### src/rtl/alu_result_fifo.sv
// alu_result_fifo: derives zero/neg/overflow flags for ALU results and buffers them
// in a circular FIFO presented to the consumer over valid/ready.
module alu_result_fifo #(
    parameter int DEPTH = 4,
    parameter int CNT_W = 16
) (
    input  logic             clk,
    input  logic             rst_n,
    input  logic             in_valid,
    input  logic [31:0]      in_result,
    input  logic [3:0]       in_sel,
    input  logic             in_a_msb,
    input  logic             in_b_msb,
    output logic             in_ready,
    output logic             out_valid,
    input  logic             out_ready,
    output logic [31:0]      out_result,
    output logic [3:0]       out_sel,
    output logic             out_zero,
    output logic             out_neg,
    output logic             out_ovf,
    output logic [CNT_W-1:0] res_count,
    output logic             drop_err
);
    localparam int AW = $clog2(DEPTH);
    localparam logic [AW:0] full_cnt = (AW + 1)'(DEPTH);

    logic [38:0]   mem [DEPTH];
    logic [AW-1:0] wr_ptr, rd_ptr;
    logic [AW:0]   count;
    logic          push, pop, ovf;

    assign in_ready  = (count != full_cnt) && rst_n;
    assign out_valid = count != '0;
    assign push      = in_valid && in_ready;
    assign pop       = out_valid && out_ready;
    // Signed-add overflow: operands share a sign that the result does not.
    assign ovf       = (in_sel == 4'b0011) && (in_a_msb == in_b_msb) && (in_result[31] != in_a_msb);
    assign {out_sel, out_ovf, out_neg, out_zero, out_result} = mem[rd_ptr];

    always_ff @(posedge clk)
        if (push)
            mem[wr_ptr] <= {in_sel, ovf, in_result[31], in_result == 32'h0, in_result};

    always_ff @(posedge clk) begin
        if (!rst_n) begin
            wr_ptr    <= '0;
            rd_ptr    <= '0;
            count     <= '0;
            res_count <= '0;
            drop_err  <= 1'b0;
        end else begin
            wr_ptr    <= wr_ptr + AW'(push);
            rd_ptr    <= rd_ptr + AW'(pop);
            count     <= count + (AW + 1)'(push) - (AW + 1)'(pop);
            res_count <= res_count + CNT_W'(push);
            drop_err  <= drop_err | (in_valid & ~in_ready);
        end
    end
endmodule

### config.mk
export PLATFORM = sky130hd
export DESIGN_NAME = alu_result_fifo
export DESIGN_NICKNAME = d
export VERILOG_FILES = /design/src/rtl/alu_result_fifo.sv
export SDC_FILE = /design/constraint.sdc
export NUM_CORES = 1
export LEC_CHECK = 0
export ABC_AREA = 1
export BUFFER_PORTS_ARGS = -buffer_cell sky130_fd_sc_hd__buf_2
export CORE_MARGIN = 3
export CORE_UTILIZATION = 55
export DETAILED_ROUTE_END_ITERATION = 12
export HOLD_SLACK_MARGIN = 0.1
export PLACE_DENSITY = 0.77
export SYNTH_ARGS = -nofsm -noshare
export SYNTH_HDL_FRONTEND = slang
export SYNTH_SLANG_ARGS = --single-unit
### constraint.sdc
create_clock -name clk -period 5.03 [get_ports clk]
set_input_delay 0.7545 -clock clk [delete_from_list [all_inputs] [get_ports clk]]
set_output_delay 0.7545 -clock clk [all_outputs]
set_load 0.01 [all_outputs]
Word-level counts from Yosys, hierarchy flattened
Memories as Yosys holds them, arrays and structs flattened. A register that Yosys moved wholly into a read port is not among the register bits.
Cells that the tools add are included.

storage, ports and cells
  memories = 1
  bits of input ports = 42
  bits in writable memories = 156
  output and inout port bits = 58
  bits in registers = 24
  logic and storage cells = 28

memory list
  memory  words  bits a word  rd ports  clocked after Yosys merged registers in  wr ports  RTL line  RTL
  mem     4      39           1         1                                        1         28        logic [38:0] mem [DEPTH];

cells by class
  reductions and logical operators = 7
  equality and inequality tests = 4
  muxes and demuxes = 3
  add/subtract/negate cells = 5
  bitwise gates (word level) = 3

operators by type and width
  operator                                                          number
  32-bit logical NOT                                                1
  16-bit by 1-bit adder with 16-bit output                          1
  1-bit logical AND                                                 5
  2-bit by 1-bit adder with 2-bit output                            2
  4-bit by 2-bit == test with 1-bit output (second input constant)  1
  3-bit by 1-bit adder with 3-bit output                            1
  3-bit inequality test (second input constant)                     1
  3-bit nonzero test                                                1
  3-bit by 1-bit subtractor with 3-bit output                       1
  1-bit two-way mux                                                 2
  2-bit two-way mux                                                 1
  1-bit AND                                                         1
  1-bit == test                                                     1
  1-bit inequality test                                             1
  1-bit inverter                                                    1
  1-bit bitwise OR                                                  1

Longest topological paths before layout
Gate-level depths: netlist of run 1.

  depth in word-level cells = 5
  depth in mapped cells = 13
  mapped depth without buffers = 13

Worst setup path before layout of run 1
No wires, ideal clock.

  kind = input to register
  start point = input port rst_n
  end point = memory mem[0][0] (enable)
  stages = 5
  arrival time = 3,764 ps
  data required time = 4,549 ps
  setup slack = 785 ps
  buffers on the path = 1
  setup time = 481 ps
  cells stage by stage = buf_2 nand2_1 inv_2 nand2_2 nor3_1

between the ends
  word-level cells in the longest chain between the ends = 4

RTL lines
  item                                     RTL line  RTL
  start, declared                          8         input logic rst_n,
  1-bit logical AND                        33        assign in_ready = (count != full_cnt) && rst_n;
  via in_ready                             14        output logic in_ready,
  1-bit logical AND                        35        assign push = in_valid && in_ready;
  1-bit two-way mux                        42        if (push)
  1-bit two-way mux (implied by the code)  43        mem[wr_ptr] <= {in_sel, ovf, in_result[31], in_result == 32'h0, in_result};
  end, declared                            28

The timed path passes the listed nets, and every way through them passes these cells.

==> reports/metrics.yaml, run 1 <==
clock_tree:
  cts-hold-fix-buffers: 0
  cts_tree: "built"
  postCtsSetupRepairBufs: 0
  insertion_delay_ns: 0.43
  clock_path_buffers: 2
  root_buffer: "clkbuf_16"
  clkSinkCount: 176
  numCtsBuffers: 17
  cts_resized: 0
  path_clk_slew_ns: 0.06
  h-tree-depth: 4
hold_path:
  hp-class: "reg2reg"
global_route:
  busiest_layer: "met2"
  grt_first_pass_wirelength_mm: 22.2
  grt_use_total: 0.215
  grt_pass1_vias: 4436
  grtUsageMet3: 0.0514
  grt-ovfl-total: 0
  antenna_found_initial: 1
  grt_max_degree: 78
  grtUsageMet2: 0.355
  use_met1: 0.272
synth:
  yosysWarningCount: 0
  synth_area_sq_um: 6800
  syn-num-nets: 584
  syn_area_per_cell_sq_um: 12.6
  ys_ff_latch: 176
  syn_inst: 538
  synth_cell_type_count: 28
  ys_seq_area_frac: 0.742
die:
  core_sq_um: 11800
  rows: 39
  initial_core_util: 0.578
  num_io_pins: 100
  die_y_microns: 117
  die_area_sq_um: 13700
  die_w_microns: 117
worst_setup_path:
  ff2ff_setup_slack_ns: 2.83
  critical_path_required_ns: 4.28
  critPathKind: "reg2out"
  cp.arrival_ns: 2.32
  path_cells: "inv_2, o21ai_0, o22ai_1, buf_2"
  cpMaxStageDelayCell: "inv_2"
  slowest_delay_ns: 0.85
  crit_path_end_kind: "output pin"
  cp_max_fo: 77
  cp-start-kind: "flip-flop"
final_layout:
  final_core_util: 0.686
  fin_nets: 683
  final_cells: 814
  fill_cells: 821
  diodes: 0
  drive_above_1_share: 0.234
  layout_commonest_cell: "edfxtp_1"
  multi_input_area_sq_um: 1560
  register_area_sq_um: 5050
  final_cell_mix: "152 x edfxtp_1, 99 x buf_2, 96 x nor2_1, 77 x o21ai_0, 38 x o22ai_1"
  syn_to_final_growth_pct: 18.6
drt:
  vias_per_cell: 5.55
  wl_per_cell_microns: 17.6
  ant_nets: 0
  vias: 4521
  drt-initial-drc-count: 327
  drt_first_pass_iters: 5
  drcViolationCount: 0
  totalWireLength_mm: 14.3
timing:
  slew_headroom: 0.199
  worst_pin_slew_ns: 1.20
  setup_viol: 0
  hold_viol_final: 0
  final.setup_skew_ns: 0.0110
  fin_setup_tns_ns: 0
  period_share: 0.610
  drv_slew: 0
  rsz0062_at_grt: "false"
  fmax_mhz: 326
  period_minus_slack_ns: 3.07
power:
  power.internal_mw: 2.74
  p_sw_mw: 1.05
  comb_power_share: 0.204
  p_sw_frac: 0.278
  irDropWorstVdd_mv: 0.276
  p_clk_frac: 0.352
  p_leak_nw: 2.96
  pwr-share-seq: 0.445
  powerDensity_nw_per_um2: 470
placement:
  port_buffers: 99
  routabilityCongestion: 0.793
  hpwl_mm: 8.89
  placed_cells: 782
flow_run:
  drv_cap: 0
outcome:
  status: "completed"
## per-layer routing
layer  up-vias  share of wire
li1       2150              -
met3        29          0.055
met4         2          0.021
met1      2185           0.43
met2       155           0.49
met5         -        0.00091
## metrics by stage
step | total power [mW] | setup slack, ns | instance area, sq um | hold WS, ns
after global placement | 2.47 | 2.36 | 7460 | 0.452
after floorplan | 2.19 | 0.785 | 6800 | 0.456
after CTS | 3.82 | 1.97 | 8070 | 0.476
after detailed placement | 2.50 | 2.26 | 7460 | 0.468
final | 3.79 | 1.96 | 8070 | 0.474
after global routing | 3.96 | 1.80 | 8070 | 0.501
## state kept, by name, summed over array words and instances (netlist names)
signal / cells
rd_ptr: 2
mem: 152
wr_ptr: 2
count: 3
drop_err: 1
res_count: 16
## cell type report
class | count | area share
clock buffers | 19 | 0.0537
clock inverters | 13 | 0.0209
inverters | 27 | 0.0126
multi-input cells | 308 | 0.193
flip-flops and latches | 176 | 0.626
well taps | 164 | 0.0254
repair buffers | 107 | 0.0689
## cell usage after synthesis (all sizes together)
master  number  area [sq um]
inv         26          97.6
o21ai       80           400
a21oi       13          65.1
nand2       37           149
clkbuf      17          65.1
fa           1          20.0
dfxtp       24           480
edfxtp     152          4560
o22ai       38           238
xnor2        1          8.76
xor2         4          35.0
nand3        7          40.0
o21a         1          7.51
buf         10          52.6
ha           3          37.5
nand4        5          31.3
clkinv       1          3.75
nor3         8          40.0
nor4         8          50.1
nor2       102           415
## kinds of logic after synthesis
kind of cell,after synthesis,synth area share
AOI/OAI and AO/OA,132,0.104
buffers and inverters,54,0.0322
DFF,176,0.742
adders and majority gates,4,0.00846
xor gates and xnor gates,5,0.00644
and+or+nand+nor,167,0.107
## power by group through the flow
stage,sequential [mW],combinational (mW),clock [mW]
2_1_floorplan,1.72,0.476,0
3_3_place_gp,1.71,0.753,0
3_5_place_dp,1.72,0.777,0
4_1_cts,1.69,0.780,1.35
5_1_grt,1.69,0.861,1.40
6_report,1.69,0.772,1.33
## worst max-delay path, delay by kind of cell, from the launching register on
| family | cells | cell delay [ns] |
|---|---|---|
| buffers and inverters | 2 | 1.03 |
| AO/OA/AOI/OAI | 2 | 0.51 |
| flip-flops | 1 | 0.32 |
## path summary, 6_finish.rpt
check	start	end	depth (start not counted)
max	rd_ptr[0]	out_result[14]	4
min	res_count[10]	res_count[10]	2
max reg2reg	count[1]	mem[1][9]	9
min reg2reg	res_count[10]	res_count[10]	2
(Power assumes the default switching activity.)
==> run 2, diff against run 1 <==
- clock period: 5.03 -> 3 ns (I/O delays scaled with it)
==> reports/metrics.yaml, run 2 (synthesis results as in run 1) <==
worst_setup_path:
  critical_path_required_ns: 2.55
  critPathTopFamily: "buffers and inverters"
  regToRegEndpoint: "mem[3][16]"
  cpMaxStageDelayCell: "buf_4"
  critPathKind: "reg2out"
  cp_max_fo: 77
  slowest_delay_ns: 0.56
  cp.arrival_ns: 2.02
  worstRegToRegCells: 9
  crit_buf_inv: 2
  crit_path_end_kind: "output pin"
  r2r-start: "count[1]"
  cp-start-kind: "flip-flop"
  ff2ff_setup_slack_ns: 0.84
  path_cells: "buf_4, o21ai_0, o22ai_1, buf_2"
power:
  p_leak_nw: 2.95
  irDropWorstVdd_mv: 0.476
  powerDensity_nw_per_um2: 765
  finalPower_mw: 6.17
placement:
  hpwl_mm: 8.82
  port_buffers: 99
  routabilityCongestion: 0.788
  placed_cell_area_sq_um: 7520
  pre_cts_slack_ns: 0.683
final_layout:
  drive_above_1_share: 0.234
  fin_nets: 686
  layout_commonest_cell: "edfxtp_1"
  syn_to_final_growth_pct: 18.7
  diodes: 0
  final_area_sq_um: 8070
  reg_top3: "mem x152, res_count x16, count x3"
  largest_register: "mem"
  final_cell_mix: "152 x edfxtp_1, 99 x buf_2, 96 x nor2_1, 77 x o21ai_0, 38 x o22ai_1"
  largest_register_ffs: 152
timing:
  hold_viol_final: 0
  fmax_mhz: 405
  fin_setup_tns_ns: 0
  setup_viol: 0
  worst_pin_slew_ns: 0.764
  period_minus_slack_ns: 2.47
  slew_headroom: 0.491
  setup_ws_ns: 0.530
  period_share: 0.823
  final.setup_skew_ns: 0.00959
  rsz0062_at_grt: "false"
  timing.hold.ws_ns: 0.273
  drv_slew: 0
die:
  die_area_sq_um: 13700
  die_y_microns: 117
  initial_core_util: 0.578
  core_sq_um: 11800
  die_w_microns: 117
  rows: 39
  num_io_pins: 100
hold_path:
  min_path_cells: 1
  hp-start: "in_result[18]"
  hp-class: "in2reg"
  hold_end: "mem[3][18]"
drt:
  ant_nets: 0
  drcViolationCount: 0
  wl_per_cell_microns: 17.4
  drt_first_pass_iters: 5
  totalWireLength_mm: 14.2
  drt-initial-drc-count: 352
  vias: 4564
  vias_per_cell: 5.59
clock_tree:
  clock_path_buffers: 2
  postCtsSetupRepairBufs: 0
  path_clk_slew_ns: 0.06
  cts_tree: "built"
  h-tree-depth: 4
  cts-hold-fix-buffers: 0
  cts_resized: 0
  clkSinkCount: 176
  numCtsBuffers: 17
  root_buffer: "clkbuf_16"
  insertion_delay_ns: 0.41
global_route:
  grt_first_pass_wirelength_mm: 22.9
  grt_max_degree: 78
  grt_use_total: 0.219
  grt-ovfl-total: 0
  antenna_found_initial: 0
  grt_pass1_vias: 4607
flow_run:
  drv_cap: 0
outcome:
  status: "completed"
run 2: how the worst max path moves through the flow:
stage | from | to | slack (ns) | depth (start not counted)
after global placement | rst_n | mem[3][24] | 0.78 | 8
after floorplan | rst_n | mem[0][0] | -0.94 | 5
after global routing | rd_ptr[0] | out_result[0] | 0.36 | 4
after CTS | rd_ptr[0] | out_result[0] | 0.51 | 4
after detailed placement | rst_n | mem[3][18] | 0.68 | 8
final | rd_ptr[0] | out_result[11] | 0.53 | 4
run 2: per-stage QoR:
step / utilization / cells
2_1_floorplan: - / 538
3_3_place_gp: 0.640 / 785
3_5_place_dp: 0.640 / 785
4_1_cts: 0.686 / 817
5_1_grt: 0.686 / 817
6_report: 0.686 / 817
run 2: worst reg2reg max path, cell delays in order (launching register included):
cell	delay, ns
dfxtp_1	0.33
nor2_1	0.15
nand2_1	0.09
nand2_1	0.10
inv_2	0.05
nand2_2	0.12
nor2_1	0.08
nand2_1	0.09
clkinv_1	0.50
buf_12	0.39
run 2: layout make-up:
type | count | area, sq um
clock buffer | 26 | 489
sequential | 176 | 5050
multi-input combinational | 308 | 1560
fill | 843 | 3690
inverter | 27 | 101
clock inverter | 6 | 60.1
tap | 164 | 205
timing repair buffer | 110 | 616
run 2: per-layer routing:
layer	part of all wire	GRT usage
met1	0.43	0.287
met2	0.50	0.362
met3	0.065	0.0540
met4	0.012	0.0703
met5	0	0
run 2: where the power goes:
part | internal [mW] | switching, mW | total, mW
Combinational | 0.449 | 0.871 | 1.32
Sequential | 2.79 | 0.0421 | 2.83
Clock | 1.21 | 0.821 | 2.03
==> run 3, diff against run 2 <==
- clock period: 3 -> 2.3 ns (I/O delays scaled with it)
==> reports/metrics.yaml, run 3 (synthesis results as in run 1) <==
outcome:
  status: "completed"
global_route:
  grt_max_degree: 45
  grtUsageMet3: 0.0602
  grtUsageMet2: 0.372
  grt_use_total: 0.223
  use_met1: 0.274
  grt_first_pass_wirelength_mm: 22.8
  grt_pass1_vias: 4633
  grt-ovfl-total: 0
  busiest_layer: "met2"
  antenna_found_initial: 0
worst_setup_path:
  r2r-start: "count[1]"
  cp-start-kind: "flip-flop"
  cp_max_fo: 44
  critPathKind: "reg2out"
  slowest_delay_ns: 0.39
  crit_start: "rd_ptr[0]"
  worstRegToRegCells: 13
  critical_path_required_ns: 1.96
  cp.arrival_ns: 1.83
  cp-endpoint: "out_result[14]"
  ff2ff_setup_slack_ns: 0.33
  path_cells: "buf_4, o21ai_0, o22ai_1, buf_2"
  regToRegEndpoint: "count[2]"
  cpMaxStageDelayCell: "buf_4"
  crit_path_end_kind: "output pin"
clock_tree:
  cts_tree: "built"
  insertion_delay_ns: 0.42
  postCtsSetupRepairBufs: 0
  cts_resized: 0
  root_buffer: "clkbuf_16"
  clkSinkCount: 176
  clock_path_buffers: 2
  path_clk_slew_ns: 0.06
  cts-hold-fix-buffers: 0
  h-tree-depth: 4
  numCtsBuffers: 17
drt:
  drt-initial-drc-count: 481
  totalWireLength_mm: 14.7
  vias_per_cell: 5.61
  vias: 4602
  drt_first_pass_iters: 4
  ant_nets: 0
  wl_per_cell_microns: 17.9
  drcViolationCount: 0
timing:
  period_minus_slack_ns: 2.18
  timing.hold.ws_ns: 0.152
  rsz0062_at_grt: "false"
  setup_viol: 0
  final.setup_skew_ns: 0.00566
  drv_slew: 0
  worst_pin_slew_ns: 0.513
  slew_headroom: 0.655
  period_share: 0.947
  setup_ws_ns: 0.122
  hold_viol_final: 0
  fmax_mhz: 459
final_layout:
  multi_input_area_sq_um: 1570
  final_core_util: 0.696
  reg_top3: "mem x152, res_count x16, count x3"
  fin_nets: 691
  syn_to_final_growth_pct: 20.3
  final_cell_mix: "152 x edfxtp_1, 99 x buf_2, 96 x nor2_1, 77 x o21ai_0, 38 x o22ai_1"
  largest_register: "mem"
  register_area_sq_um: 5050
  layout_commonest_cell: "edfxtp_1"
  largest_register_ffs: 152
  diodes: 0
  final_area_sq_um: 8190
  fill_cells: 816
  drive_above_1_share: 0.240
placement:
  pre_cts_slack_ns: 0.339
  placed_cell_area_sq_um: 7560
  hpwl_mm: 9.05
  routabilityCongestion: 0.823
  port_buffers: 99
power:
  p_leak_nw: 2.99
  powerDensity_nw_per_um2: 1030
  irDropWorstVdd_mv: 0.624
hold_path:
  hp-start: "in_sel[2]"
  hp-class: "in2reg"
die:
  core_sq_um: 11800
  rows: 39
  initial_core_util: 0.578
  die_y_microns: 117
  die_w_microns: 117
  die_area_sq_um: 13700
  num_io_pins: 100
flow_run:
  drv_cap: 0
==> run 3: worst min path at each step <==
stage | end | slack (ns) | depth (start not counted)
floorplan | mem[0][0] | 0.44 | 0
global placement | drop_err | 0.45 | 2
detailed placement | drop_err | 0.46 | 2
CTS | mem[2][37] | 0.13 | 1
global route | mem[0][25] | 0.14 | 1
finish | mem[2][37] | 0.15 | 1
==> run 3: metal layers <==
layer,vias to the layer above,share of wire
li1,2170,-
met1,2248,0.41
met2,161,0.51
met3,23,0.059
met4,0,0.021
met5,-,0
==> run 3: final cells by class <==
| class | instances | share of cell area |
|---|---|---|
| clock buffer | 19 | 0.0529 |
| clock inverter | 12 | 0.0234 |
| inverter | 27 | 0.0124 |
| multi-input combinational | 308 | 0.192 |
| sequential | 176 | 0.616 |
| tap | 164 | 0.0251 |
| timing repair buffer | 115 | 0.0783 |
==> run 3: metrics by stage <==
step / std cells / TNS, ns / total power [mW]
floorplan: 538 / -28.22 / 4.80
global placement: 790 / 0 / 5.43
detailed placement: 790 / 0 / 5.51
CTS: 821 / 0 / 8.50
global route: 821 / 0 / 8.86
finish: 821 / 0 / 8.47
==> run 3: worst max-delay path, delay by kind of cell, from the launching register on <==
| family | cells | cell delay (ns) |
|---|---|---|
| AOI/OAI and AO/OA | 2 | 0.47 |
| DFF | 1 | 0.35 |
| buffers and inverters | 2 | 0.57 |
==> run 3: power by group <==
group	total (mW)	switching, mW	internal, mW
Clock	3.03	1.12	1.91
Sequential	3.69	0.0583	3.63
Combinational	1.75	1.16	0.585
Total	8.47	2.34	6.13
